==> config.mk <==
export PLATFORM = sky130hd
export DESIGN_NAME = clk_enable_gen
export DESIGN_NICKNAME = d
export VERILOG_FILES = /design/src/rtl/clk_enable_gen.sv
export SDC_FILE = /design/constraint.sdc
export NUM_CORES = 1
export LEC_CHECK = 0
export BUFFER_PORTS_ARGS = -buffer_cell sky130_fd_sc_hd__buf_2
export CORE_UTILIZATION = 65
export CTS_CLUSTER_DIAMETER = 200
export DETAILED_ROUTE_END_ITERATION = 10
export PLACE_DENSITY = 0.84
export RECOVER_POWER = 50
export SETUP_SLACK_MARGIN = 0.4
export SLEW_MARGIN = 20
export SYNTH_ARGS = -nofsm -noshare
export SYNTH_HDL_FRONTEND = slang
export SYNTH_SLANG_ARGS = --single-unit
==> constraint.sdc <==
create_clock -name i_clk -period 9.4 [get_ports i_clk]
set_input_delay 0 -clock i_clk [delete_from_list [all_inputs] [get_ports i_clk]]
set_output_delay 0 -clock i_clk [all_outputs]
set_load 0.03 [all_outputs]
==> src/rtl/clk_enable_gen.sv <==
// Fractional clock-enable generator: o_ce strobes at mul/div of i_clk via a
// drift-free accumulator. Optional toggle output o_clk under CLK_ENABLE_GEN_TOGGLE_EN.
module clk_enable_gen #(
  parameter int unsigned MULTIPLY_BY = 74,
  parameter int unsigned DIVIDE_BY   = 147,
  parameter int unsigned ACC_WIDTH   = 16,
  parameter int unsigned LOCK_CYCLES = 16
) (
  input  logic                 i_clk,
  input  logic                 i_rst,
  input  logic                 i_cfg_valid,
  input  logic [ACC_WIDTH-1:0] i_cfg_mul,
  input  logic [ACC_WIDTH-1:0] i_cfg_div,
  output logic                 o_cfg_ready,
  output logic                 o_cfg_err,
  output logic                 o_ce,
  output logic                 o_locked
`ifdef CLK_ENABLE_GEN_TOGGLE_EN
  ,
  output logic                 o_clk
`endif
);

  typedef enum logic [1:0] {RELOAD, SETTLE, LOCKED} state_t;

  localparam int unsigned CNT_W = (LOCK_CYCLES > 1) ? $clog2(LOCK_CYCLES) : 1;
  localparam logic [CNT_W-1:0] CNT_LAST = CNT_W'(LOCK_CYCLES - 1);

  state_t               state, state_nx;
  logic [ACC_WIDTH-1:0] acc, acc_nx;
  logic [ACC_WIDTH-1:0] mul_q, mul_nx;
  logic [ACC_WIDTH-1:0] div_q, div_nx;
  logic [CNT_W-1:0]     cnt, cnt_nx;
  logic                 ce_q, ce_nx;
  logic                 err_q, err_nx;
  logic [ACC_WIDTH:0]   sum, diff;
  logic                 step_ce, transfer, cfg_bad;

  always_ff @(posedge i_clk or posedge i_rst) begin
    if (i_rst) begin
      state <= RELOAD;
      acc   <= '0;
      mul_q <= ACC_WIDTH'(MULTIPLY_BY);
      div_q <= ACC_WIDTH'(DIVIDE_BY);
      cnt   <= '0;
      ce_q  <= 1'b0;
      err_q <= 1'b0;
    end else begin
      state <= state_nx;
      acc   <= acc_nx;
      mul_q <= mul_nx;
      div_q <= div_nx;
      cnt   <= cnt_nx;
      ce_q  <= ce_nx;
      err_q <= err_nx;
    end
  end

  always_comb begin
    sum      = {1'b0, acc} + {1'b0, mul_q};
    diff     = sum - {1'b0, div_q};
    step_ce  = (sum >= {1'b0, div_q});
    transfer = i_cfg_valid && (state != RELOAD);
    cfg_bad  = (i_cfg_div == '0) || (i_cfg_mul == '0) || (i_cfg_mul > i_cfg_div);

    state_nx = state;
    acc_nx   = acc;
    mul_nx   = mul_q;
    div_nx   = div_q;
    cnt_nx   = cnt;
    ce_nx    = 1'b0;
    err_nx   = 1'b0;

    case (state)
      RELOAD: begin
        state_nx = SETTLE;
        acc_nx   = '0;
        cnt_nx   = '0;
      end
      SETTLE, LOCKED: begin
        if (step_ce) begin
          acc_nx = diff[ACC_WIDTH-1:0];
          ce_nx  = 1'b1;
        end else begin
          acc_nx = sum[ACC_WIDTH-1:0];
        end
        // A valid ratio wins over everything, including the final SETTLE edge;
        // a rejected one leaves the strobe stepping but freezes state and lock count.
        if (transfer && !cfg_bad) begin
          mul_nx   = i_cfg_mul;
          div_nx   = i_cfg_div;
          state_nx = RELOAD;
          acc_nx   = '0;
          cnt_nx   = '0;
          ce_nx    = 1'b0;
        end else if (transfer) begin
          err_nx = 1'b1;
        end else if (state == SETTLE) begin
          if (cnt == CNT_LAST) state_nx = LOCKED;
          else                 cnt_nx   = cnt + 1'b1;
        end
      end
      default: state_nx = RELOAD;
    endcase
  end

  assign o_ce        = ce_q;
  assign o_cfg_err   = err_q;
  assign o_cfg_ready = (state != RELOAD);
  assign o_locked    = (state == LOCKED);

`ifdef CLK_ENABLE_GEN_TOGGLE_EN
  logic clk_q;

  always_ff @(posedge i_clk or posedge i_rst) begin
    if (i_rst)      clk_q <= 1'b0;
    else if (ce_nx) clk_q <= ~clk_q;
  end

  assign o_clk = clk_q;
`endif

endmodule

After elaboration in Yosys (flattened, before gate mapping) --
Cells that the tools add are included.
Storage, ports and cells: flip-flop bits (word level) 56, output and inout port bits 4
Operators by class: add/subtract/negate cells 3, order comparisons 2, equality and inequality tests 7, mux-type cells 19, reductions and logical operators 14
Operators by type and width (count):
- $logic_not 16->1 | 2
- $mux 16 | 2
- $pmux 16 s2 | 1
- $add 16x16->17 | 1
- $ge 17x16->1 | 1
- $gt 16x16->1 | 1
- $mux 4 | 4
- $sub 16x16->16 | 1
- $ne 3x3->1 const B | 4
- $mux 2 | 4
- $pmux 4 s2 | 1
- $mux 1 | 6
- $add 4x1->4 const B | 1
- $eq 4x4->1 const B | 1
- $pmux 2 s2 | 1
- $reduce_and 4->1 | 1
- $reduce_bool 2->1 | 2
- $reduce_and 3->1 | 1
- $eq 2x1->1 const B | 1
- $eq 2x2->1 const B | 1
- $logic_and 1x1->1 | 2
- $logic_not 2->1 | 1
- $logic_or 1x1->1 | 2
- $reduce_and 2->1 | 1
- other kinds (2) | 2

Longest topological paths before layout --
depth after elaboration 7, mapped depth 21, mapped depth without buffers 19

Worst setup path before layout --
Ideal clock, no wire load.
path type register to register, from register acc[0], to register acc[3], data arrival time 4.025 ns, data required time 9.268 ns, setup slack 5.243 ns, cell stages (with the launch flop) 20, buffers on the path 2, clock period less this slack 4.157 ns, path through dfrtp_1 > ha_1 > inv_1 > fa_1 > nor2b_4 > o31a_1 > o311a_4 > o31ai_2 > nor3_1 > a311o_1 > ha_1 > a21o_1 > a21o_1 > o311a_4 > o221ai_4 > and2_4 > buf_8 > buf_12 > mux2i_1 > o21ai_1
Between the ends: word-level cells in the longest chain between the ends 5
Ends and longest elaborated chain:
- start: declaration | RTL line 30 | logic [ACC_WIDTH-1:0] acc, acc_nx;
- start signal: assignment | RTL line 50 | acc <= acc_nx;
- $add 16x16->17 (*) | RTL line 60 | sum = {1'b0, acc} + {1'b0, mul_q};
- $sub 16x16->16 / $ge 17x16->1 (equally long branches) | RTL line 61, 62
- $mux 16 (*) | RTL line 81 | if (step_ce) begin
- $mux 16 (*) | RTL line 89 | if (transfer && !cfg_bad) begin
- $pmux 16 s2 (*) | RTL line 74 | case (state)
Mark *: on every way between the ends. The rest lies on a longest branch, timed or not. A chain may end at the register's enable or synchronous reset.

Final worst setup path --
from register acc[0], to register acc[14]
Same word-level chain as after synthesis.

==> impl_metrics.sql <==
INSERT INTO impl_metrics (metric_group, metric, value, unit) VALUES
('status', 'run_status', 'finished, violations left', ''),
('status', 'violations_in_the_final_reports', 'max-capacitance violations, max-slew violations', ''),
('die', 'dieHeight', '85.15', 'um'),
('synthesis', 'seq_area_frac_synth', '0.3138', ''),
('clock_network', 'clk_pin_slew', '110', 'ps'),
('critical_path', 'worst_path_largest_cell_delay', '400', 'ps'),
('critical_path', 'type_of_origin_of_the_critical_path', 'register', ''),
('sta', 'max_slew_violation_count', '57', ''),
('clock_network', 'htreeDepth', '2', ''),
('clock_network', 'tritoncts', 'done', ''),
('synthesis', 'proportion_of_register_bits_with_asynchronous_set_or_reset_after_synthesis', '1.000', ''),
('die', 'die_x', '85.15', 'um'),
('routing', '1st_pass_router_iterations', '6', ''),
('synthesis', 'synth_cell_type_count', '63', ''),
('clock_network', 'root_cell_of_the_clock_tree', 'clkbuf_8', ''),
('finish', 'numnets_final', '650', ''),
('die', 'fp.dieArea', '7251', 'sq um'),
('placed_design', 'io_buffer_count', '38', ''),
('sta', 'relSlewSlack', '-1.027', ''),
('synthesis', 'yosys_register_bits', '56', ''),
('synthesis', 'syn_area', '4494', 'sq um'),
('sta', 'period_share', '0.4831', ''),
('routing', 'routed-via-count', '4276', ''),
('finish', 'diodes', '0', ''),
('sta', 'timing_hold_violations_final', '0', ''),
('grt', 'grt_overflow', '0', ''),
('routing', 'detail-route-antenna-nets', '0', ''),
('clock_network', 'worst_skew_pair.late_latency', '320', 'ps'),
('placed_design', 'dpl.hpwl', '8287', 'um'),
('sta', 'setup_tns', '0', 'ps'),
('routing', 'avgRoutedWirePerCell', '20.90', 'um'),
('grt', 'grt_pass1_vias', '4258', ''),
('sta', 'finalClockSkew', '15.89', 'ps'),
('finish', 'synthToLayoutAreaGrowth', '14.37', '%'),
('grt', 'pin_count_of_the_biggest_net_entering_global_routing', '57', ''),
('clock_network', 'clock_path_buffers', '2', ''),
('synthesis', 'number_of_flops_mapped_to_enable_cells_by_yosys', '0', ''),
('critical_path', 'critical_path.slowest_cell', 'dfrtp_1', ''),
('grt', 'grt_antenna_before_repair', '0', ''),
('grt', 'grt_pass1_wl', '21050', 'um'),
('die', 'core_region_area', '6495', 'sq um'),
('placed_design', 'finalWeightedCongestion', '0.9219', ''),
('routing', 'detail_route.vias_per_cell', '6.702', ''),
('die', 'starting_density_of_the_core', '0.6920', ''),
('routing', 'post-route-drc-count', '0', ''),
('job', 'drv.max_cap_violation_count', '1', ''),
('critical_path', 'path_cells', 'ha_1, inv_1, fa_1, nor2b_4, o31a_1, o311a_4, o31ai_2, nor3_1, a311o_1, ha_1, a21o_1, a21o_1, o311a_4, o221ai_4, and2_4, nor4_1, a311o_1', ''),
('die', 'placement_rows', '29', ''),
('routing', 'postRouteWirelength', '13330', 'um'),
('clock_network', 'cts_buffers', '5', ''),
('clock_network', 'numClockSinks', '56', ''),
('sta', 'max_slew.worst_pin.slew', '3041', 'ps'),
('die', 'io_pins', '39', ''),
('critical_path', 'crit_fanout', '17', ''),
('synthesis', 'synth_warnings', '0', ''),
('critical_path', 'critical-path-top-delay-family', 'compound AO/OA/AOI/OAI gates', ''),
('sta', 'finalSetupViolCount', '0', ''),
('min_path', 'hp-class', 'in -> reg', ''),
('synthesis', 'syn_inst', '492', ''),
('critical_path', 'critPathBufInv', '1', ''),
('sta', 'layout_min_cycle_time', '4541', 'ps'),
('finish', 'layout-drive-gt1-share', '0.1640', ''),
('sta', 'max_freq', '220.2', 'MHz'),
('synthesis', 'synthesis.area_per_instance', '9.135', 'sq um'),
('critical_path', 'timing.critical_path.to_type', 'register', ''),
('routing', 'detail_route.iter0.violations', '396', ''),
('critical_path', 'critical_path_arrival', '4760', 'ps'),
('synthesis', 'yosys_most_used_dff', 'dfrtp_1', ''),
('critical_path', 'timing_worst_setup_path_type', 'reg -> reg', ''),
('synthesis', 'post_syn_nets', '582', ''),
('grt', 'global_route.usage.total', '0.3781', ''),
('sta', 'unrepaired_setup_endpoints_after_global_routing', 'no', ''),
('critical_path', 'cp_data_required_time', '9620', 'ps');
flip-flops by register name (all words and copies together) (netlist names):
signal and cells:
state 2, cnt 4, mul_q 16, div_q 16, acc 16, o_cfg_err 1, o_ce 1
kinds of logic after synthesis:
kind of cell | count (synthesis) | synth area share
buffers and inverters | 57 | 0.05568
DFF | 56 | 0.3138
and+or+nand+nor | 144 | 0.1587
adders and majority gates | 55 | 0.1565
AOI/OAI and AO/OA | 129 | 0.2032
muxes | 29 | 0.06932
xor gates and xnor gates | 22 | 0.04287
per-stage QoR:
step | worst slack, ps | util | hold slack [ps] | cell area [sq um] | cells
floorplan | 5243 | - | 93.97 | 4494 | 492
global placement | 5036 | 0.7276 | 223.8 | 4726 | 597
detailed placement | 4929 | 0.7276 | 224.1 | 4726 | 597
CTS | 4902 | 0.7923 | 21.95 | 5146 | 638
global route | 4705 | 0.7914 | 32.86 | 5140 | 638
finish | 4859 | 0.7914 | 31.14 | 5140 | 638
path summary, 6_finish.rpt:
check,end,slack (ps),startpoint,cells past startpoint
max in group asynchronous,acc[3],6280,i_rst,4
hold / removal,o_cfg_err,30,i_cfg_valid,3
setup reg to reg,acc[14],4860,acc[0],17
setup / recovery,acc[14],4860,acc[0],17
hold reg to reg,acc[0],520,acc[0],2
min in group asynchronous,mul_q[4],1420,i_rst,4
routing by layer:
metal  part of all wire  up-vias  routed length (um)  global-route usage
met5                  0        -                   0                   0
met4              0.055        0                 727              0.1972
met1               0.40     1997                5278              0.4745
met3              0.087       77                1157             0.06518
li1                   -     1919                   -                   -
met2               0.46      283                6169              0.6276
cell usage after synthesis (all sizes together) (7+ instances only):
| library cell | n | area share |
|---|---|---|
| a21o | 11 | 0.018 |
| a21oi | 29 | 0.037 |
| buf | 7 | 0.014 |
| dfrtp | 49 | 0.27 |
| dfstp | 7 | 0.041 |
| ha | 53 | 0.15 |
| inv | 44 | 0.037 |
| mux2 | 17 | 0.043 |
| mux2i | 12 | 0.027 |
| nand2 | 47 | 0.039 |
| nand3 | 12 | 0.013 |
| nand4 | 10 | 0.014 |
| nor2 | 30 | 0.026 |
| nor2b | 8 | 0.013 |
| nor3 | 7 | 0.0078 |
| nor4 | 13 | 0.021 |
| o21ai | 40 | 0.045 |
| o31ai | 9 | 0.018 |
| xnor2 | 15 | 0.029 |
| xor2 | 7 | 0.014 |
cell usage in the layout (no fill, tap or decap), drive strengths merged, types with 4 or more instances in the layout:
cell type,count
nand4,10
a21o,11
mux2,17
nand2,47
mux2i,12
nor2,30
or3,4
o21ai,40
buf,38
xnor2,15
nor3,7
inv,46
dfrtp,49
dfstp,7
nand3,12
or2,6
ha,53
o31ai,9
o21a,6
nor4,13
a21oi,29
o211ai,5
xor2,7
nor2b,8
dlygate4sd3,33
clkbuf,9
worst register-to-register path: cells and delay by family (launching register included):
kind / cells / cell delay, ps
flops: 1 / 400
simple gates: 4 / 620
compound gates: 9 / 2530
buf+inv: 1 / 70
fa+ha+maj: 3 / 820
area by class of cell:
class	instances	area (sq um)
well taps	77	96.34
clock buffers	6	72.57
multi-input cells	379	2841
fillers	388	1355
clock inverters	2	17.52
inverters	44	165.2
repair buffers	74	536.8
flip-flops and latches	56	1410
what timing repair did:
action | 4_1_cts | 5_1_grt
buffers inserted | 0 | 0
hold endpoints to repair | 81 | 0
resized for setup | 0 | 0
hold buffers | 33 | 0
Power is left out: the tool's default activity adds up to more than one toggle a clock period on the data nets, which glitch-free logic cannot reach.
